`src/rtl/top_tdr_creation_tdr_pkg.sv`:
```
`default_nettype none
// ============================================================================
// Module   : top_tdr_creation_tdr_pkg
// Purpose  : Shared sizing helpers and bit-position constants for the IJTAG
//            mux-control TDR.
//            Scan register layout is {select, data[W-1:0], error_status}.
// Ports    : none (package)
// Revision : 1.0 - initial release
// ============================================================================
package top_tdr_creation_tdr_pkg;

  // Status bit sits at the LSB so it is the first bit seen on scan-out.
  localparam int ERR_POS  = 0;
  localparam int DATA_LSB = 1;

  // Total scan length: select bit + data field + status bit.
  function automatic int TDR_LEN(input int width);
    return width + 2;
  endfunction

  // The select bit sits at the MSB of the scan register.
  function automatic int SEL_POS(input int width);
    return width + 1;
  endfunction

  // The counter must be able to hold LEN+1 ("more than LEN"), so it needs
  // clog2(LEN+2) bits.
  function automatic int TDR_CNT_W(input int width);
    return $clog2(TDR_LEN(width) + 2);
  endfunction

endpackage : top_tdr_creation_tdr_pkg
`default_nettype wire

```
`src/rtl/top_tdr_creation_tdr_shift_guard.sv`:
```
`default_nettype none
// ============================================================================
// Module   : top_tdr_creation_tdr_shift_guard
// Purpose  : Saturating shift counter and sticky length-error flag.
//            The counter runs on the rising edge.
//            The error flag is written on the falling edge, together with
//            the update register.
// Ports    : clk_i          - ijtag_tck
//            rst_i          - async active-high reset
//            capture_i      - qualified capture (clears the counter)
//            shift_i        - qualified shift (increments, saturating)
//            update_i       - qualified update (samples the length check)
//            len_ok_o       - counter currently equals LEN
//            length_error_o - last update had an illegal shift count
// Revision : 1.0 - initial release
// ============================================================================
module top_tdr_creation_tdr_shift_guard #(
  parameter int LEN   = 5,
  parameter int CNT_W = 3
) (
  input  logic clk_i,
  input  logic rst_i,
  input  logic capture_i,
  input  logic shift_i,
  input  logic update_i,
  output logic len_ok_o,
  output logic length_error_o
);

  // Saturate at LEN+1 so a long scan can never wrap back onto LEN.
  localparam logic [CNT_W-1:0] CNT_SAT = CNT_W'(LEN + 1);
  localparam logic [CNT_W-1:0] CNT_LEN = CNT_W'(LEN);

  logic [CNT_W-1:0] cnt_q, cnt_d;
  logic             err_q, err_d;

  always_comb begin
    cnt_d = cnt_q;
    if (capture_i) begin
      cnt_d = '0;
    end else if (shift_i && (cnt_q != CNT_SAT)) begin
      cnt_d = cnt_q + 1'b1;
    end
  end

  always_ff @(posedge clk_i or posedge rst_i) begin
    if (rst_i) begin
      cnt_q <= '0;
    end else begin
      cnt_q <= cnt_d;
    end
  end

  assign len_ok_o = (cnt_q == CNT_LEN);

  always_comb begin
    err_d = err_q;
    if (update_i) begin
      err_d = ~len_ok_o;
    end
  end

  always_ff @(negedge clk_i or posedge rst_i) begin
    if (rst_i) begin
      err_q <= 1'b0;
    end else begin
      err_q <= err_d;
    end
  end

  assign length_error_o = err_q;

endmodule : top_tdr_creation_tdr_shift_guard
`default_nettype wire

```
`src/rtl/top_tdr_creation_tessent_tdr_mux_ctrl.sv`:
```
`default_nettype none
// ============================================================================
// Module   : top_tdr_creation_tessent_tdr_mux_ctrl
// Purpose  : IJTAG TDR driving the select and data inputs of the downstream
//            data mux.
//            It is accessed with the usual capture/shift/update protocol.
//            An update whose shift count is not exactly LEN is rejected and
//            flagged on length_error.
// Config   : `TDR_CAPTURE_FUNC_EN - when defined, capture observes
//            functional_data_in.
//            When undefined, capture reads back ijtag_data_out.
// Ports    : ijtag_tck          - clock (shift/capture posedge, update/so negedge)
//            ijtag_reset        - async active-high reset
//            ijtag_sel/ce/se/ue - network select, capture, shift, update enables
//            ijtag_si/ijtag_so  - scan in / scan out (negedge retimed)
//            functional_data_in - functional value observed at capture
//            ijtag_select       - mux select (1 = IJTAG data drives the mux)
//            ijtag_data_out     - mux ijtag_data_in
//            length_error       - sticky illegal-shift-count flag
// Revision : 1.0 - initial release
// ============================================================================
module top_tdr_creation_tessent_tdr_mux_ctrl
  import top_tdr_creation_tdr_pkg::*;
#(
  parameter int unsigned             DATA_WIDTH       = 3,
  parameter logic [DATA_WIDTH-1:0]   DATA_RESET_VALUE = '0
) (
  input  logic                  ijtag_tck,
  input  logic                  ijtag_reset,
  input  logic                  ijtag_sel,
  input  logic                  ijtag_ce,
  input  logic                  ijtag_se,
  input  logic                  ijtag_ue,
  input  logic                  ijtag_si,
  output logic                  ijtag_so,
  input  logic [DATA_WIDTH-1:0] functional_data_in,
  output logic                  ijtag_select,
  output logic [DATA_WIDTH-1:0] ijtag_data_out,
  output logic                  length_error
);

  localparam int LEN   = TDR_LEN(DATA_WIDTH);
  localparam int CNT_W = TDR_CNT_W(DATA_WIDTH);
  localparam int SPOS  = SEL_POS(DATA_WIDTH);
  localparam int DMSB  = DATA_LSB + DATA_WIDTH - 1;

  logic [LEN-1:0]        sr_q, sr_d;
  logic                  so_q;
  logic                  select_q, select_d;
  logic [DATA_WIDTH-1:0] data_q, data_d;
  logic [DATA_WIDTH-1:0] cap_data;
  logic                  capture, shift, update, len_ok;

  // Capture has priority over shift when both enables are high.
  assign capture = ijtag_sel & ijtag_ce;
  assign shift   = ijtag_sel & ijtag_se & ~ijtag_ce;
  assign update  = ijtag_sel & ijtag_ue;

`ifdef TDR_CAPTURE_FUNC_EN
  assign cap_data = functional_data_in;
`else
  // Readback of the update register; the functional port is kept for a
  // stable interface but has no load here.
  logic unused_functional;
  assign unused_functional = ^functional_data_in;
  assign cap_data          = data_q;
`endif

  always_comb begin
    sr_d = sr_q;
    if (capture) begin
      sr_d[SPOS]          = select_q;
      sr_d[DMSB:DATA_LSB] = cap_data;
      sr_d[ERR_POS]       = length_error;
    end else if (shift) begin
      sr_d = {ijtag_si, sr_q[LEN-1:1]};
    end
  end

  always_ff @(posedge ijtag_tck or posedge ijtag_reset) begin
    if (ijtag_reset) begin
      sr_q <= '0;
    end else begin
      sr_q <= sr_d;
    end
  end

  top_tdr_creation_tdr_shift_guard #(
    .LEN   (LEN),
    .CNT_W (CNT_W)
  ) u_shift_guard (
    .clk_i          (ijtag_tck),
    .rst_i          (ijtag_reset),
    .capture_i      (capture),
    .shift_i        (shift),
    .update_i       (update),
    .len_ok_o       (len_ok),
    .length_error_o (length_error)
  );

  // The status bit in sr is never transferred; only select and data update.
  always_comb begin
    select_d = select_q;
    data_d   = data_q;
    if (update && len_ok) begin
      select_d = sr_q[SPOS];
      data_d   = sr_q[DMSB:DATA_LSB];
    end
  end

  // Falling-edge update and lockup retime of scan-out.
  always_ff @(negedge ijtag_tck or posedge ijtag_reset) begin
    if (ijtag_reset) begin
      so_q     <= 1'b0;
      select_q <= 1'b0;
      data_q   <= DATA_RESET_VALUE;
    end else begin
      so_q     <= sr_q[ERR_POS];
      select_q <= select_d;
      data_q   <= data_d;
    end
  end

  assign ijtag_so       = so_q;
  assign ijtag_select   = select_q;
  assign ijtag_data_out = data_q;

endmodule : top_tdr_creation_tessent_tdr_mux_ctrl
`default_nettype wire
```
`config.mk`:
```
export PLATFORM = sky130hd
export DESIGN_NAME = top_tdr_creation_tessent_tdr_mux_ctrl
export DESIGN_NICKNAME = d
export VERILOG_FILES = /design/src/rtl/top_tdr_creation_tdr_pkg.sv /design/src/rtl/top_tdr_creation_tdr_shift_guard.sv /design/src/rtl/top_tdr_creation_tessent_tdr_mux_ctrl.sv
export SDC_FILE = /design/constraint.sdc
export NUM_CORES = 1
export LEC_CHECK = 0
export BUFFER_PORTS_ARGS = -buffer_cell sky130_fd_sc_hd__buf_4
export CAP_MARGIN = 20
export CORE_MARGIN = 3
export CORE_UTILIZATION = 50
export DETAILED_ROUTE_END_ITERATION = 12
export GPL_TIMING_DRIVEN = 0
export PLACE_DENSITY = 0.76
export SETUP_SLACK_MARGIN = 0.02
export SLEW_MARGIN = 10
export SYNTH_ARGS = -nofsm -noshare
export SYNTH_HDL_FRONTEND = slang
export SYNTH_HIERARCHICAL = 1
export SYNTH_SLANG_ARGS = --single-unit
```
`constraint.sdc`:
```
create_clock -name ijtag_tck -period 2.6 [get_ports ijtag_tck]
set_clock_uncertainty 0.15 [all_clocks]
set_input_delay 0.26 -clock ijtag_tck [delete_from_list [all_inputs] [get_ports ijtag_tck]]
set_output_delay 0.26 -clock ijtag_tck [all_outputs]
set_load 0.03 [all_outputs]
```
==> results.sh <==
export IMPL_cts_root_buffer="clkbuf_4"
export IMPL_grt_max_degree=11
export IMPL_port_buffers=11
export IMPL_final_area_um2=917
export IMPL_start_kind="flip-flop"
export IMPL_synthTopCellsByArea="dfrtp_1, dfrtn_1, mux2_4, ha_1, a21oi_1"
export IMPL_drive_gt1_share_pct=35.6
export IMPL_slew_violations=0
export IMPL_overflow=0
export IMPL_slowest_stage="dfrtp_1"
export IMPL_path_buf_inv=1
export IMPL_crit_family="flip-flops"
export IMPL_final_setup_viol_count=4
export IMPL_htreeDepth=1
export IMPL_fin_nets=102
export IMPL_max_vdd_ir_drop_mv=0.324
export IMPL_synth_seq_cells=14
export IMPL_antenna_found_initial=0
export IMPL_dpl_hpwl_um=954
export IMPL_path_clk_slew_ns=0.08
export IMPL_cts_tree="built"
export IMPL_cts_path_max_buffers=2
export IMPL_wl_um=1300
export IMPL_worst_slew_pin_slew_ns=0.388
export IMPL_arrival_ns=1.40
export IMPL_diodes=0
export IMPL_ys_seq_area_share_pct=49.5
export IMPL_dp_cells=90
export IMPL_die_x_um=43.6
export IMPL_critPathKind="flip-flop to flip-flop"
export IMPL_fin_ws_ns=-0.129
export IMPL_worst_skew_pair_late_latency_ns=0.28
export IMPL_min_delay_path_class="input port to flip-flop"
export IMPL_yosys_warnings=6
export IMPL_grt_pass1_vias=519
export IMPL_syn_avg_cell_area_um2=10.9
export IMPL_drt_first_pass_iters=4
export IMPL_start_util_pct=58.2
export IMPL_drt_first_iter_violations=6
export IMPL_rsz0062_at_grt="true"
export IMPL_cpPeakStageDelay_ns=0.39
export IMPL_post_drt_wl_per_cell_um=12.8
export IMPL_synthFlopType="dfrtp_1"
export IMPL_cp_cell_sequence="inv_1 -> ha_2 -> and2_4 -> nand2_4 -> mux2_4"
export IMPL_synth_edf_count=0
export IMPL_die_area_um2=1900
export IMPL_die_y_um=43.6
export IMPL_grt_pass1_wl_um=2240
export IMPL_synth_fp_nets=78
export IMPL_io_pins=16
export IMPL_place_gp_congestion=0.781
export IMPL_instances_no_fill=101
export IMPL_cts_sinks=14
export IMPL_status="complete, but fails checks"
export IMPL_cts_buffers_inserted=3
export IMPL_drc=0
export IMPL_maxSlewHeadroom_pct=74.1
export IMPL_powerDensity_nw_per_um2=487
export IMPL_crit_fanout=4
export IMPL_endpoint_kind="flip-flop"
export IMPL_synthArstFlopShare_pct=100
export IMPL_synthDistinctLibCells=22
export IMPL_synth_area_um2=708
export IMPL_synth_top_area_cell="dfrtp_1"
export IMPL_placed_area_um2=813
export IMPL_vias=539
export IMPL_synth_top_area_share_pct=28.3
export IMPL_drtAntennaViolNets=0
export IMPL_maxCapViolCount=0
export IMPL_timing_hold_violations_final=0
export IMPL_critical_path_required_ns=1.28
export IMPL_failed_checks="setup timing"
export IMPL_row_count=12
export IMPL_area_delta_synth_final_pct=29.5
export IMPL_fp_coreArea_um2=1220
export IMPL_grtUsageTotal_pct=15.9
export IMPL_final_util_pct=75.4
export IMPL_vias_per_cell=5.34
export IMPL_p_leak_uw=0.000477
export IMPL_netlist_instances=65
export IMPL_yosys_top_cells_count="dfrtp_1, nor2_1, a21oi_1, dfrtn_1, inv_1"
cells by family after synthesis:
family | after synthesis | share of synthesized area (%)
and+or+nand+nor | 20 | 16.3
adders and majority gates | 3 | 5.30
buffers and inverters | 7 | 4.77
muxes | 6 | 11.7
AOI/OAI and AO/OA | 15 | 12.5
DFF | 14 | 49.5
flip-flops by register name (all words and copies together), names as in the netlist:
signal / flops
u_shift_guard/length_error_o: 1
ijtag_so: 1
sr_q: 5
ijtag_select: 1
ijtag_data_out: 3
u_shift_guard/cnt_q: 3
final cells by class:
| class | count | area [µm²] |
|---|---|---|
| inverters | 6 | 22.5 |
| repair buffers | 19 | 164 |
| multi-input cells | 44 | 329 |
| fillers | 74 | 299 |
| plain buffers | 1 | 11.3 |
| well taps | 14 | 17.5 |
| clock buffers | 3 | 22.5 |
| flip-flops and latches | 14 | 350 |
cell usage in the layout (no fill, tap or decap), types with 3 or more instances in the layout:
cell type / count
buf_4: 13
nor2_1: 8
dfrtp_1: 8
a21oi_1: 7
buf_6: 6
inv_1: 6
dfrtn_1: 6
mux2_4: 4
o22ai_1: 4
clkbuf_4: 3
layer usage:
layer / routed length (µm) / global-route usage [%] / part of all wire (%)
met3: 65 / 2.49 / 5.0
met5: 0 / 0 / 0
met4: 17 / 5.42 / 1.3
met2: 552 / 22.1 / 43
met1: 661 / 24.7 / 51
final timing paths:
kind | start | to | slack, ns | cells past startpoint
max | u_shift_guard/cnt_q[1] | ijtag_select | -0.13 | 5
min | ijtag_sel | sr_q[2] | 0.04 | 2
max reg2reg | u_shift_guard/cnt_q[1] | ijtag_select | -0.13 | 5
min reg2reg | sr_q[0] | sr_q[0] | 0.39 | 2
max in group asynchronous | ijtag_reset | ijtag_data_out[0] | 0.43 | 3
min in group asynchronous | ijtag_reset | u_shift_guard/cnt_q[0] | 0.28 | 3
metrics by stage:
| stage | TNS (ns) | power, µW | worst slack (ns) | hold WS (ns) |
|---|---|---|---|---|
| after floorplan | -0.383 | 297 | -0.0958 | -0.124 |
| after detailed placement | -0.713 | 321 | -0.180 | 0.0266 |
| after global routing | -0.728 | 469 | -0.189 | 0.0458 |
| final | -0.501 | 447 | -0.129 | 0.0373 |
| after CTS | -0.534 | 450 | -0.136 | 0.0271 |
| after global placement | -0.602 | 318 | -0.155 | 0.0221 |
power breakdown:
part,internal [µW],leakage [µW],switching (µW)
clock network,53.6,0.0000138,66.0
logic,40.6,0.000291,40.8
registers,234,0.000172,11.2
total,329,0.000477,118
timing repair:
item / in CTS / in global routing
setup buffers: 6 / 1
endpoints found under the setup margin: 9 / 6
pin swaps: 1 / 0
hold buffers: 1 / 0
resized for setup: 5 / 0
endpoints found under the hold margin: 8 / 0
worst register-to-register path: cells and delay by family (launching register included):
family                   cells  cell delay, ns
adder cells (fa/ha/maj)      1            0.16
buffers and inverters        1            0.06
flip-flops                   1            0.39
multiplexers                 1            0.30
AND/OR/NAND/NOR              2            0.22
(Power assumes the default switching activity.)
